[config.mk]
export PLATFORM = sky130hd
export DESIGN_NAME = seg7_scan_capture
export DESIGN_NICKNAME = d
export VERILOG_FILES = /design/src/rtl/seg7_pkg.sv /design/src/rtl/seg7_to_dec.sv /design/src/rtl/seg7_scan_capture.sv
export SDC_FILE = /design/constraint.sdc
export NUM_CORES = 1
export LEC_CHECK = 0
export ABC_CLOCK_PERIOD_IN_PS = 1900
export CAP_MARGIN = 40
export CORE_MARGIN = 2
export CORE_UTILIZATION = 40
export CTS_CLUSTER_DIAMETER = 100
export DETAILED_ROUTE_END_ITERATION = 12
export SLEW_MARGIN = 10
export SYNTH_ARGS = -nofsm -noshare
export SYNTH_HDL_FRONTEND = slang
export SYNTH_SLANG_ARGS = --single-unit
export TNS_END_PERCENT = 30
[constraint.sdc]
create_clock -name clk_i -period 1.9 [get_ports clk_i]
set_input_delay 0.285 -clock clk_i [delete_from_list [all_inputs] [get_ports clk_i]]
set_output_delay 0.285 -clock clk_i [all_outputs]
set_load 0.1 [all_outputs]
[src/rtl/seg7_pkg.sv]
// Shared 7-segment constants (active-high form, bit0=a .. bit6=g).
// The encode and decode paths both use SEG_TABLE so they cannot drift apart.
package seg7_pkg;

  localparam logic [6:0] SEG_0     = 7'h3F;
  localparam logic [6:0] SEG_1     = 7'h06;
  localparam logic [6:0] SEG_2     = 7'h5B;
  localparam logic [6:0] SEG_3     = 7'h4F;
  localparam logic [6:0] SEG_4     = 7'h66;
  localparam logic [6:0] SEG_5     = 7'h6D;
  localparam logic [6:0] SEG_6     = 7'h7D;
  localparam logic [6:0] SEG_7     = 7'h07;
  localparam logic [6:0] SEG_8     = 7'h7F;
  localparam logic [6:0] SEG_9     = 7'h67;
  localparam logic [6:0] SEG_BLANK = 7'h00;

  localparam logic [3:0] BCD_BLANK = 4'hF;

  // Entry d holds the pattern for decimal digit d.
  localparam logic [9:0][6:0] SEG_TABLE = {SEG_9, SEG_8, SEG_7, SEG_6, SEG_5,
                                           SEG_4, SEG_3, SEG_2, SEG_1, SEG_0};

endpackage

[src/rtl/seg7_to_dec.sv]
// Combinational decode of an active-low segment pattern back to a BCD digit.
// Blank is legal and reports BCD_BLANK; unknown patterns are flagged illegal.
module seg7_to_dec
  import seg7_pkg::*;
(
  input  logic [6:0] seg_n_i,
  output logic [3:0] num_o,
  output logic       legal_o,
  output logic       blank_o
);

  logic [6:0] pat;

  always_comb begin
    pat     = ~seg_n_i;
    num_o   = BCD_BLANK;
    legal_o = 1'b0;
    blank_o = 1'b0;
    if (pat == SEG_BLANK) begin
      legal_o = 1'b1;
      blank_o = 1'b1;
    end else begin
      for (int i = 0; i < 10; i++) begin
        if (pat == SEG_TABLE[i]) begin
          num_o   = 4'(i);
          legal_o = 1'b1;
        end
      end
    end
  end

endmodule

[src/rtl/seg7_scan_capture.sv]
// Readback monitor for a multiplexed active-low 7-segment bus: filters each
// {segments, select} pair for stability, then commits the decoded digit.
module seg7_scan_capture
  import seg7_pkg::*;
#(
  parameter int unsigned NUM_DIGITS    = 4,
  parameter int unsigned STABLE_CYCLES = 4
) (
  input  logic                    clk_i,
  input  logic                    reset_i,
  input  logic [6:0]              seg_n_i,
  input  logic [NUM_DIGITS-1:0]   dig_sel_i,
  input  logic                    clear_i,
  output logic [4*NUM_DIGITS-1:0] bcd_o,
  output logic [NUM_DIGITS-1:0]   digit_valid_o,
  output logic                    frame_valid_o,
  output logic                    err_illegal_o,
  output logic                    err_select_o
);

  localparam int unsigned CntW = $clog2(STABLE_CYCLES + 1);
  localparam logic [CntW-1:0] CntMax  = CntW'(STABLE_CYCLES);
  localparam logic [CntW-1:0] CntLast = CntW'(STABLE_CYCLES - 1);
  localparam logic [CntW-1:0] CntOne  = CntW'(1);

  logic [6:0]              cand_seg_q, cand_seg_d;
  logic [NUM_DIGITS-1:0]   cand_sel_q, cand_sel_d;
  logic [CntW-1:0]         cnt_q, cnt_d;
  logic [4*NUM_DIGITS-1:0] bcd_q, bcd_d;
  logic [NUM_DIGITS-1:0]   valid_q, valid_d;
  logic [NUM_DIGITS-1:0]   mask_q, mask_d, mask_next;
  logic                    frame_q, frame_d;
  logic                    err_ill_q, err_ill_d;
  logic                    err_sel_q, err_sel_d;
  logic                    commit;

  logic [3:0] dec_num;
  logic       dec_legal;
  logic       dec_blank;

  seg7_to_dec u_dec (
    .seg_n_i (seg_n_i),
    .num_o   (dec_num),
    .legal_o (dec_legal),
    .blank_o (dec_blank)
  );

  always_comb begin
    cand_seg_d = cand_seg_q;
    cand_sel_d = cand_sel_q;
    cnt_d      = cnt_q;
    bcd_d      = bcd_q;
    valid_d    = valid_q;
    mask_d     = mask_q;
    mask_next  = mask_q | dig_sel_i;
    frame_d    = 1'b0;
    err_ill_d  = 1'b0;
    err_sel_d  = 1'b0;
    commit     = 1'b0;

    // Clear wins over everything, including a commit and the select error.
    if (clear_i) begin
      bcd_d   = '1;
      valid_d = '0;
      mask_d  = '0;
      cnt_d   = '0;
    end else if (dig_sel_i == '0) begin
      cnt_d = '0;
    end else if (!$onehot(dig_sel_i)) begin
      cnt_d     = '0;
      err_sel_d = 1'b1;
    end else if ({seg_n_i, dig_sel_i} != {cand_seg_q, cand_sel_q}) begin
      cand_seg_d = seg_n_i;
      cand_sel_d = dig_sel_i;
      cnt_d      = CntOne;
    end else if (cnt_q < CntMax) begin
      cnt_d  = cnt_q + CntOne;
      commit = (cnt_q == CntLast);
    end

    if (commit) begin
      for (int unsigned i = 0; i < NUM_DIGITS; i++) begin
        if (dig_sel_i[i]) begin
          if (dec_blank) begin
            bcd_d[4*i +: 4] = BCD_BLANK;
            valid_d[i]      = 1'b0;
          end else if (dec_legal) begin
            bcd_d[4*i +: 4] = dec_num;
            valid_d[i]      = 1'b1;
          end else begin
            valid_d[i] = 1'b0;
            err_ill_d  = 1'b1;
          end
        end
      end
      if (&mask_next) begin
        frame_d = 1'b1;
        mask_d  = '0;
      end else begin
        mask_d = mask_next;
      end
    end
  end

  always_ff @(posedge clk_i or posedge reset_i) begin
    if (reset_i) begin
      cand_seg_q <= '0;
      cand_sel_q <= '0;
      cnt_q      <= '0;
      bcd_q      <= '1;
      valid_q    <= '0;
      mask_q     <= '0;
      frame_q    <= 1'b0;
      err_ill_q  <= 1'b0;
      err_sel_q  <= 1'b0;
    end else begin
      cand_seg_q <= cand_seg_d;
      cand_sel_q <= cand_sel_d;
      cnt_q      <= cnt_d;
      bcd_q      <= bcd_d;
      valid_q    <= valid_d;
      mask_q     <= mask_d;
      frame_q    <= frame_d;
      err_ill_q  <= err_ill_d;
      err_sel_q  <= err_sel_d;
    end
  end

  assign bcd_o         = bcd_q;
  assign digit_valid_o = valid_q;
  assign frame_valid_o = frame_q;
  assign err_illegal_o = err_ill_q;
  assign err_select_o  = err_sel_q;

endmodule

# After elaboration in Yosys (flattened, before gate mapping)
# Cells that the tools add are included.
[word_totals]
reg_bits = 41
in_bits = 14
output_inout_bits = 23
word_cells = 113
[classes]
add_sub_neg = 4
order_cmp = 1
eq_ne = 14
n_mux = 76
bitwise_logic = 4
n_reduce_logical = 5
[op_table]
columns = ["cell", "n"]
rows = [
  ["4-bit two-way mux", 28],
  ["7-bit == test (second input constant)", 7],
  ["1-bit two-way mux", 41],
  ["16-bit two-way mux", 2],
  ["3-bit two-way mux", 5],
  ["7-bit by 3-bit == test with 1-bit output (second input constant)", 2],
  ["11-bit inequality test", 1],
  ["4-bit AND reduction", 2],
  ["7-bit by 6-bit == test with 1-bit output (second input constant)", 1],
  ["7-bit zero test", 1],
  ["7-bit NOT", 1],
  ["5-bit by 3-bit inequality test with 1-bit output (second input constant)", 1],
  ["1-bit by 1-bit adder with 2-bit output", 2],
  ["4-bit zero test", 1],
  ["4-bit OR", 1],
  ["2-bit by 2-bit adder with 3-bit output", 1],
  ["3-bit by 1-bit adder with 3-bit output (second input constant)", 1],
  ["3-bit by 1-bit == test with 1-bit output (second input constant)", 1],
  ["3-bit by 2-bit == test with 1-bit output (second input constant)", 1],
  ["3-bit < comparator (second input constant)", 1],
  ["1-bit NOT", 2],
  ["2-bit nonzero test", 1],
]

# Depth between registers and ports, before layout
# Gate-level depths: netlist of run 1.
[depth]
depth_word = 26
mapped_depth = 12
depth_no_buf = 10

# By module
# Synthesis of run 1 repeated with hierarchy kept, for this count alone.
[unflattened]
cells_unflattened = 219
hier_area_um2 = 2228.4
[modules_own_cells]
columns = ["mod", "instances", "cells_per_inst", "area_per_inst_um2", "seq_area_each_um2"]
rows = [
  ["seg7_scan_capture", 1, 180, 1981.9, 1046.0],
  ["seg7_to_dec", 1, 39, 246.5, 0.0],
]

# Worst setup path after synthesis of run 1
# No wires, ideal clock.
[synth_path]
kind = "in2reg"
from = "in dig_sel_i[0]"
to = "reg bcd_q[4] (netlist: bcd_o[4])"
setup_time_ns = 0.062
arrival_ns = 2.979
slack_ns = -1.141
path_stages = 12
path_buffers = 2
path_cell_list = "buf_2 -> inv_1 -> fa_1 -> inv_1 -> ha_1 -> ha_1 -> or3b_4 -> nor4_1 -> or4b_1 -> buf_2 -> mux2i_1 -> o31a_1"
[synth_via]
elab_chain_len = 7
word_cells_on_any_way = 10
cone_classes = "add/sub: 2; eq/ne: 2; mux: 5; reduce/logical: 1"
[synth_lines]
columns = ["element", "line_no", "rtl"]
rows = [
  ["start: declaration", "seg7_scan_capture.sv:12", "input logic [NUM_DIGITS-1:0] dig_sel_i,"],
  ["1-bit by 1-bit adder with 2-bit output (not written as such)", "seg7_scan_capture.sv:69", "end else if (!$onehot(dig_sel_i)) begin"],
  ["2-bit by 2-bit adder with 3-bit output (not written as such)", "seg7_scan_capture.sv:69", ""],
  ["3-bit by 1-bit == test with 1-bit output", "seg7_scan_capture.sv:69", ""],
  ["1-bit two-way mux", "seg7_scan_capture.sv:69", ""],
  ["1-bit two-way mux (*)", "seg7_scan_capture.sv:67", "end else if (dig_sel_i == '0) begin"],
  ["1-bit two-way mux (*)", "seg7_scan_capture.sv:62", "if (clear_i) begin"],
  ["16-bit two-way mux (*)", "seg7_scan_capture.sv:81", "if (commit) begin"],
  ["net bcd_d[4]", "seg7_scan_capture.sv:29", "logic [4*NUM_DIGITS-1:0] bcd_q, bcd_d;"],
  ["end signal: assignment", "seg7_scan_capture.sv:110", "bcd_q <= '1;"],
  ["end signal: assignment", "seg7_scan_capture.sv:120", "bcd_q <= bcd_d;"],
  ["end: declaration", "seg7_scan_capture.sv:29", ""],
]
# The timed path passes the listed nets; every way through them passes the cells marked *.
# A chain may end at the register's enable or synchronous reset.

# Final worst setup path of run 1
[layout_path]
from = "in dig_sel_i[0]"
to = "reg bcd_q[0] (netlist: bcd_o[0])"
[layout_via]
elab_chain_len = 7
word_cells_on_any_way = 11
cone_classes = "add/sub: 2; eq/ne: 2; mux: 6; reduce/logical: 1"
[layout_lines]
columns = ["element", "line_no"]
rows = [
  ["1-bit by 1-bit adder with 2-bit output (not written as such)", "seg7_scan_capture.sv:69"],
  ["2-bit by 2-bit adder with 3-bit output (not written as such)", "seg7_scan_capture.sv:69"],
  ["3-bit by 1-bit == test with 1-bit output", "seg7_scan_capture.sv:69"],
  ["1-bit two-way mux", "seg7_scan_capture.sv:69"],
  ["1-bit two-way mux", "seg7_scan_capture.sv:67"],
  ["1-bit two-way mux", "seg7_scan_capture.sv:62"],
  ["16-bit two-way mux (*)", "seg7_scan_capture.sv:81"],
  ["net bcd_d[0]", "seg7_scan_capture.sv:29"],
]
# Marked as above.

==> results of run 1 <==
==> cells by family after synthesis <==
family	synth area share
muxes	0.07770
adders and majority gates	0.03308
DFF	0.4190
and+or+nand+nor	0.2271
xor gates and xnor gates	0.04561
AOI/OAI and AO/OA	0.1454
buffers and inverters	0.05213
==> synthesized netlist by cell type, types with 5 or more instances <==
library cell / count / area, µm²
mux2i_1: 7 / 70.07
nand2b_1: 6 / 37.54
inv_1: 9 / 33.78
xnor2_1: 11 / 96.34
nor3_1: 5 / 25.02
ha_1: 5 / 62.56
clkbuf_1: 7 / 26.28
o2111ai_1: 5 / 43.79
mux2_1: 8 / 90.09
buf_2: 14 / 70.07
o22ai_1: 5 / 31.28
nand3_1: 12 / 60.06
dfstp_2: 16 / 420.4
nand2_1: 9 / 33.78
nor2_1: 20 / 75.07
dfrtp_1: 25 / 625.6
nor2b_1: 5 / 31.28
==> per-layer routing <==
layer  vias to the layer above  GRT usage  share of wire
met5                         -          0              0
met4                         0    0.04918          0.011
met3                         5    0.03678          0.042
met2                        66     0.2911           0.46
met1                      1040     0.2652           0.49
li1                       1067          -              -
==> worst max-delay path: cells and delay by family <==
family	cells	cell delay, ns
simple gates	3	1.04
compound gates	1	0.15
fa+ha+maj	3	0.90
buf+inv	4	0.29
mux	1	0.18
==> worst paths after layout <==
path	endpoint	cells after the start	slack, ns	startpoint
max	bcd_o[0]	12	-0.70	dig_sel_i[0]
min	cand_sel_q[1]	3	0.33	reset_i
max reg2reg	bcd_o[12]	8	-0.15	cnt_q[0]
min reg2reg	cand_seg_q[1]	1	0.53	cand_seg_q[1]
max in group asynchronous	bcd_o[1]	3	1.28	reset_i
min in group clk_i	cand_sel_q[1]	3	0.40	dig_sel_i[1]
==> metrics by stage <==
stage | util | setup TNS [ns]
floorplan | - | -27.78
global placement | 0.5677 | -51.07
detailed placement | 0.5677 | -51.50
CTS | 0.6003 | -24.03
global route | 0.6155 | -25.84
finish | 0.6155 | -21.66
==> where the power goes <==
part | internal (mW) | switching, mW
clock network | 0.329 | 0.307
logic | 0.451 | 0.443
registers | 1.02 | 0.101
==> area by class of cell <==
type                    count  area share
multi-input cells         180      0.3997
flip-flops and latches     41      0.2837
repair buffers             86      0.2531
clock buffers               7     0.02613
well taps                  75     0.02545
inverters                   9     0.01052
clock inverters             1    0.001357
==> registers in the layout, summed over array words and instances (netlist names) <==
name	cells
err_select_o	1
bcd_o	16
err_illegal_o	1
cnt_q	3
frame_valid_o	1
cand_sel_q	4
cand_seg_q	7
mask_q	4
digit_valid_o	4
==> what timing repair did <==
action                                  4_1_cts  5_1_grt
resized for setup                            31       16
setup buffers                                 4        1
pin swaps                                     8       11
endpoints found under the setup margin       41       40
==> flow_summary.ini, run 1 <==
[hold_path]
hold_path_class = in -> async

[worst_setup_path]
cp_slowest_cell = or4b_4
startpoint_type = primary input
max_stage_delay_ns = 0.55
worstPathMaxFanout = 6
criticalPathCategory = in -> reg
crit_arrival_ns = 2.84
path_cells = buf_8 -> inv_4 -> fa_1 -> inv_1 -> ha_2 -> ha_4 -> or3b_4 -> buf_6 -> nor4_4 -> or4b_4 -> mux2i_1 -> o31a_1
end_kind = flop
crit_required_ns = 2.14

[routing]
finalWirelength_um = 6286
via_per_inst = 5.459
drc = 0
dr.pass1.iters = 4
wire_per_inst_um = 15.75
drtIter0Drc = 82
num_vias = 2178
drtAntennaViolNets = 0

[yosys]
ys_ff_latch = 41
yosysUniqueCellTypes = 57
synth-edff-count = 0
synthCells = 251
yosysWarningCount = 0
mappedNetlistArea_um2 = 2496
yosys_most_used_dff = dfrtp_1
ys_seq_area_frac = 0.4190
syn-num-nets = 271
syn_avg_cell_area_um2 = 9.945
synth_async_sr_flop_share = 1.000

[cells_and_area]
design_area_um2 = 3687
fill_cells = 505
layout.nets = 343
multi_input_area_um2 = 1474
syn_to_final_growth_pct = 47.72
final_common_cell = buf_4
final_layout_size_suffix_gt1_frac = 0.4352
layout_common_cells = buf_4 (50), dfrtp_1 (25), nor2_1 (20), buf_12 (18), dfstp_2 (16)
instances_no_fill = 399
seqCellArea_um2 = 1046
antenna_cells = 0

[cts]
clock-sinks = 41
cts_root_buffer = clkbuf_8
clk_path_buf_depth = 2
htreeDepth = 2
cts_tree = yes
insertion_delay_ns = 0.29
clk_pin_slew_ns = 0.08
cts_buffers = 5
cts_hold_buf = 0

[sta]
final_hold_viol_count = 0
setup_viol_count_final = 40
grt_setup_unrepaired = yes
max_freq_mhz = 384.5
relSlewSlack = 0.5295
hold_slack_ns = 0.3298
fin_crit_sh = 1.369
worstMarginPinSlew_ns = 0.6997
timing.final.ws_setup_ns = -0.7010
fin_crit_ns = 2.601
finalClockSkew_ns = 0.005330
slew_viol_final = 0

[run]
cap_violations = 0

[power]
leakagePower_nw = 1.586
peakVddDrop_mv = 0.4383
power_mw = 2.652
powerDensity_nw_per_um2 = 719.1

[status]
status = finished, violations left
violations = negative setup slack

[grt]
grt_pass1_vias = 2086
antenna_found_initial = 0
gr-usage-all-layers = 0.1865
grt_max_degree = 42
overflow = 0
grt_pass1_wl_um = 10490

[die]
die_x_um = 83.00
ioPinCount = 37
die-area_um2 = 6888
start_util = 0.4167
die_h_um = 83.00
core_um2 = 5991
num_rows = 28

[placement]
gp_congestion = 0.8708
dp_cells = 386
portBuffers = 36
dpl-instance-area_um2 = 3401
place_hpwl_um = 4551
pre_cts_slack_ns = -1.472
Note: power is estimated with default switching activity, not from simulation.
==> run 2: changes to the inputs <==
GPL_TIMING_DRIVEN = 0   (was not set)
==> run 2 against run 1 <==
Effect of this change: routed wire length increased by 0.65%; the flow still finishes with violations (negative setup slack); critical path type unchanged; sequential cell count unchanged; clock power is 10% higher; combinational power fell by 5.9%; non-clock buffer count fell by 4; highest routed layer unchanged; clock skew is 0.0017 ns higher.
==> flow_summary.ini, run 2 (synthesized netlist as in run 1, its figures left out) <==
[status]
status = finished, violations left
violations = negative setup slack

[worst_setup_path]
crit_arrival_ns = 2.84
end_kind = flop
max_stage_delay_ns = 0.52
path_cells = buf_12 -> inv_6 -> fa_1 -> inv_1 -> ha_2 -> ha_4 -> or3b_4 -> or4_4 -> nor4_4 -> buf_6 -> mux2i_1 -> o31a_1
startpoint_type = primary input
cp_slowest_cell = fa_1
criticalPathCategory = in -> reg
worstPathMaxFanout = 5
crit_required_ns = 2.15

[routing]
wire_per_inst_um = 16.02
dr.pass1.iters = 4
drtAntennaViolNets = 0
num_vias = 2203
via_per_inst = 5.577
drtIter0Drc = 104
drc = 0
finalWirelength_um = 6327

[cells_and_area]
final_layout_size_suffix_gt1_frac = 0.3500
layout_common_cells = clkdlybuf4s50_1 (28), dfrtp_1 (25), buf_8 (20), nor2_1 (19), dfstp_2 (16)
final_core_util = 0.6128
layout.nets = 339
instances_no_fill = 395
antenna_cells = 0
syn_to_final_growth_pct = 47.07
final_common_cell = clkdlybuf4s50_1
largest_register_ffs = 16
design_area_um2 = 3671

[placement]
dpl-instance-area_um2 = 3324
place_hpwl_um = 4434
gp_congestion = 0.8495
dp_cells = 380
portBuffers = 30
pre_cts_slack_ns = -1.201

[die]
die_x_um = 83.00
num_rows = 28
start_util = 0.4167
core_um2 = 5991
die_h_um = 83.00
die-area_um2 = 6888
ioPinCount = 37

[grt]
grt_max_degree = 29
grt_pass1_vias = 2175
overflow = 0
antenna_found_initial = 0
gr-usage-all-layers = 0.1884
grt_pass1_wl_um = 10560

[cts]
insertion_delay_ns = 0.30
htreeDepth = 2
cts_tree = yes
clk_pin_slew_ns = 0.08
cts_buffers = 5
cts_hold_buf = 0
clock-sinks = 41
clk_path_buf_depth = 2
cts_root_buffer = clkbuf_8

[sta]
hold_slack_ns = 0.2431
max_freq_mhz = 385.3
setup_tns_ns = -23.08
fin_crit_sh = 1.366
fin_crit_ns = 2.595
finalClockSkew_ns = 0.007030
timing.final.ws_setup_ns = -0.6952
worstMarginPinSlew_ns = 0.9796
final_hold_viol_count = 0
relSlewSlack = 0.3455
setup_viol_count_final = 40
slew_viol_final = 0
grt_setup_unrepaired = yes

[run]
cap_violations = 0

[power]
leakagePower_nw = 1.490
powerDensity_nw_per_um2 = 722.3
peakVddDrop_mv = 0.5470
power_mw = 2.651

[hold_path]
hold_path_class = in -> reg
run 2: final cells by class:
cell class,instances,area (µm²)
Multi-Input combinational cell,180,1470
Tap cell,75,93.84
Inverter,9,41.29
Fill cell,478,2320
Buffer,20,150.1
Timing Repair Buffer,62,758.2
Clock buffer,8,111.4
Sequential cell,41,1046
run 2: metal layers:
metal  global-route usage  routed length (µm)
met5                    0                   0
met4              0.05514                  65
met3              0.03976                 243
met2               0.2977                3020
met1               0.2607                2997
run 2: worst paths after layout:
check                           slack, ns          start       endpoint  cells past startpoint
worst max register to register      -0.29  cand_seg_q[6]  cand_seg_q[4]                      6
min in group asynchronous            0.25        reset_i       cnt_q[2]                      2
worst min register to register       0.52      bcd_o[11]      bcd_o[11]                      2
max in group asynchronous            1.12        reset_i      bcd_o[15]                      3
worst min-delay path                 0.24   dig_sel_i[3]  cand_sel_q[3]                      2
worst max-delay path                -0.70   dig_sel_i[0]      bcd_o[12]                     12
run 2: timing repair:
item / in CTS / in global routing
setup buffers: 7 / 1
pin swaps: 9 / 6
gates resized for setup: 25 / 21
setup endpoints to repair: 40 / 44
run 2: critical path, delay by kind of cell:
family | cells | cell delay [ns]
compound gates | 1 | 0.15
fa+ha+maj | 3 | 0.90
buf+inv | 4 | 0.31
mux | 1 | 0.17
simple gates | 3 | 1.01
run 2: where the power goes:
part           total [mW]  internal [mW]  leakage (nW)  switching (mW)
Combinational       0.842          0.402         0.941           0.440
Sequential           1.11           1.02         0.493          0.0884
Clock               0.702          0.376        0.0566           0.326
Total                2.65           1.80          1.49           0.854
==> RTL change: new RTL, config.mk and constraints of run 2 <==
Add an input register stage for `seg_n_i`, `dig_sel_i` and `clear_i`, without a reset; this delays them by one clock.
--- a/src/rtl/seg7_scan_capture.sv
+++ b/src/rtl/seg7_scan_capture.sv
@@ -23,6 +23,16 @@
   localparam logic [CntW-1:0] CntLast = CntW'(STABLE_CYCLES - 1);
   localparam logic [CntW-1:0] CntOne  = CntW'(1);
 
+  logic [6:0] seg_n_q;
+  logic [NUM_DIGITS-1:0] dig_sel_q;
+  logic clear_q;
+
+  always_ff @(posedge clk_i) begin
+    seg_n_q   <= seg_n_i;
+    dig_sel_q <= dig_sel_i;
+    clear_q   <= clear_i;
+  end
+
   logic [6:0]              cand_seg_q, cand_seg_d;
   logic [NUM_DIGITS-1:0]   cand_sel_q, cand_sel_d;
   logic [CntW-1:0]         cnt_q, cnt_d;
@@ -39,7 +49,7 @@
   logic       dec_blank;
 
   seg7_to_dec u_dec (
-    .seg_n_i (seg_n_i),
+    .seg_n_i (seg_n_q),
     .num_o   (dec_num),
     .legal_o (dec_legal),
     .blank_o (dec_blank)
@@ -52,26 +62,26 @@
     bcd_d      = bcd_q;
     valid_d    = valid_q;
     mask_d     = mask_q;
-    mask_next  = mask_q | dig_sel_i;
+    mask_next  = mask_q | dig_sel_q;
     frame_d    = 1'b0;
     err_ill_d  = 1'b0;
     err_sel_d  = 1'b0;
     commit     = 1'b0;
 
     // Clear wins over everything, including a commit and the select error.
-    if (clear_i) begin
+    if (clear_q) begin
       bcd_d   = '1;
       valid_d = '0;
       mask_d  = '0;
       cnt_d   = '0;
-    end else if (dig_sel_i == '0) begin
+    end else if (dig_sel_q == '0) begin
       cnt_d = '0;
-    end else if (!$onehot(dig_sel_i)) begin
+    end else if (!$onehot(dig_sel_q)) begin
       cnt_d     = '0;
       err_sel_d = 1'b1;
-    end else if ({seg_n_i, dig_sel_i} != {cand_seg_q, cand_sel_q}) begin
-      cand_seg_d = seg_n_i;
-      cand_sel_d = dig_sel_i;
+    end else if ({seg_n_q, dig_sel_q} != {cand_seg_q, cand_sel_q}) begin
+      cand_seg_d = seg_n_q;
+      cand_sel_d = dig_sel_q;
       cnt_d      = CntOne;
     end else if (cnt_q < CntMax) begin
       cnt_d  = cnt_q + CntOne;
@@ -80,7 +90,7 @@
 
     if (commit) begin
       for (int unsigned i = 0; i < NUM_DIGITS; i++) begin
-        if (dig_sel_i[i]) begin
+        if (dig_sel_q[i]) begin
           if (dec_blank) begin
             bcd_d[4*i +: 4] = BCD_BLANK;
             valid_d[i]      = 1'b0;
Formal check against the unedited RTL: not equivalent (a bounded check fails within 4 cycles, from zero or initial values and one cycle with reset_i high).
==> RTL change against run 2 <==
- total power up 2.1%
- worst setup slack got worse by 0.16 ns
- wire length is 2.0% lower
- worst hold slack improved by 0.024 ns
- global-route usage is 0.39 points lower
- via count fell by 11%
- combinational power down 31%
- area after synthesis increased by 0.45%
- sequential cell count grew 12
- clock skew grew 0.0031 ns
- the run still ends with setup timing left
- count of clock-buffer cells in the layout down 1
- cell count down 5.1%
- final area is 3.9% higher
==> RTL change: results (changes against run 2) <==
Power
  – VDD IR max: 0.4112 mV (-25%)
  – Static leakage: 1.624 nW (+9.0%)

Worst setup path
  – Worst path max stage delay: ~0.53 ns
  – Largest fanout of any net on the critical path: 4 (-1)
  – Data arrival time at the worst-slack endpoint: 3.00 ns (+0.16 ns)

Hold path
  – Worst hold path class: input port to async pin

Placement
  – Port Buffer Count: 36 (+20%)
  – Number of placed cells counting well taps: 358 (-5.8%)
  – Post-detail-place hpwl: 4136 um (-6.7%)
  – Post-detailed-placement cell area: 3413 um2 (+2.7%)
  – Weighted congestion reported at the end of routability-driven placement: 0.7735 (-8.9%)

Detailed routing
  – Routed WL: 6200 um (-2.0%)
  – Total via count in the routed design: 1970 (-11%)
  – DR vias/cell: 5.253 (-5.8%)
  – DRT Pass-1 Iters: 4 (unchanged)
  – 1st-iter DRT viols: 75 (-28%)

Final layout
  – Net count, final: 319 (-5.9%)
  – Proportion of layout cells with a drive suffix above 1: 40.33% (+5.3 points)
  – Number of filler instances in the final layout: 465 (-2.7%)
  – Summed area of non-filler cells in the final layout: 3814 um2 (+3.9%)

Timing
  – Worst setup margin: -0.8568 ns (-0.1617 ns)
  – Setup clock skew after layout: 0.01015 ns (+0.003118 ns)
  – Final Setup Violations: 41 (+2.5%)
  – Normalized max-slew margin: 35.19% (+0.64 points)
  – Post-route setup TNS: -27.92 ns (-4.831 ns)

Yosys
  – Post-synth cell types: 50 (-12%)
  – Syn_nets: 243 (-10%)
  – Fraction of the yosys area taken by sequential cells: 51.30% (+9.4 points)
  – Yosys warning total: 0 (unchanged)
  – Most numerous cell types in the synthesized netlist: sky130_fd_sc_hd__dfrtp_1 (25), sky130_fd_sc_hd__nor2_1 (23), sky130_fd_sc_hd__dfstp_2 (16), sky130_fd_sc_hd__nand2_1 (16), sky130_fd_sc_hd__xor2_1 (13)
  – Post-Syn Instances: 223 (-11%)
  – Top area cells in the synthesized netlist: sky130_fd_sc_hd__dfrtp_1 (25%), sky130_fd_sc_hd__dfstp_2 (17%), sky130_fd_sc_hd__dfxtp_1 (9.6%)
  – Share of flip-flops with an asynchronous set or reset after synthesis: 77.36% (-23 points)

Global route
  – Global-route usage over all layers: 18.45% (-0.39 points)
  – Antenna violations before repair: 0 (unchanged)
  – Number of global-route vias before repair: 2051 (-5.7%)
  – Wire length of the first global-routing pass: 10380 um (-1.8%)
  – Largest net degree at the start of global routing: 27 (-6.9%)

CTS
  – Clk_lat worst skew: approximately 0.31 ns
  – CTS Buf Count: 5 (unchanged)
  – Clock tree root driver cell: sky130_fd_sc_hd__clkbuf_8
  – Clock transition at the register clock pins on the worst setup and hold paths after CTS: 0.10 ns (+0.02 ns)

Status
  – Outcome: complete, but fails checks
  – Violations in the final reports: setup timing
RTL change: changes by cell type in the layout (fill, tap and decap cells not counted), sizes merged, moves of 5 or more:
cell,before,now
dfxtp,0,12
nand3,13,2
xnor2,11,0
xor2,2,13
nand2,9,16
o22ai,5,12
clkdlybuf4s50,28,33
nand2b,6,1
o2111ai,5,0
RTL change: timing repair:
action                     CTS  global route
setup endpoints to repair   41            46
pin swaps                   17            16
resized for setup           28            26
hold buffers                 0             0
buffers inserted             7             5
RTL change: stage by stage:
stage / setup WS [ns] / total power, mW / utilization (%)
2_1_floorplan: -0.7581 / 1.773 / -
3_3_place_gp: -1.020 / 1.879 / 50.88
3_5_place_dp: -1.041 / 1.901 / 56.98
4_1_cts: -0.9218 / 2.709 / 61.51
5_1_grt: -0.9753 / 2.822 / 63.66
6_report: -0.8568 / 2.707 / 63.66
RTL change: layout make-up:
cell class / instances / share of cell area (%)
inverter: 10 / 1.312
sequential: 53 / 33.89
tap: 75 / 2.461
buffer: 13 / 2.264
timing repair buffer: 71 / 22.34
clock inverter: 1 / 0.1640
clock buffer: 7 / 2.822
multi-input combinational: 145 / 34.74
RTL change: worst paths after layout:
kind                               from            end  slack, ns  cells after the start
min in group clk_i           seg_n_i[4]     seg_n_q[4]       0.40                      1
setup reg to reg           dig_sel_q[0]       bcd_o[0]      -0.86                     10
setup / recovery           dig_sel_q[0]       bcd_o[0]      -0.86                     10
max in group asynchronous       reset_i      bcd_o[11]       1.10                      3
hold reg to reg               bcd_o[12]      bcd_o[12]       0.53                      2
hold / removal                  reset_i  cand_sel_q[1]       0.27                      2
RTL change: cell families after synthesis:
| kind of cell | Yosys count | synth area share, % |
|---|---|---|
| adders and majority gates | 6 | 3.293 |
| and+or+nand+nor | 73 | 16.12 |
| muxes | 20 | 8.533 |
| buffers and inverters | 25 | 4.441 |
| DFF | 53 | 51.30 |
| AOI/OAI and AO/OA | 33 | 11.78 |
| xor gates and xnor gates | 13 | 4.541 |
RTL change: report_power, final:
group | total (mW) | leakage (nW) | switching, mW | internal (mW)
logic | 0.583 | 0.970 | 0.264 | 0.319
clock network | 0.769 | 0.0599 | 0.391 | 0.377
registers | 1.35 | 0.594 | 0.0948 | 1.26
total | 2.71 | 1.62 | 0.750 | 1.96
RTL change: worst max-delay path, delay by kind of cell (launching register included):
family | cells | cell delay [ns]
compound gates | 1 | 0.39
fa+ha+maj | 3 | 0.92
buf+inv | 2 | 0.08
flops | 1 | 0.40
mux | 1 | 0.25
simple gates | 3 | 0.64
RTL change: per-layer routing:
layer	global-route usage [%]	wire length (um)
met1	25.05	2890
met2	30.87	3045
met3	3.181	209
met4	4.322	54
met5	0	0
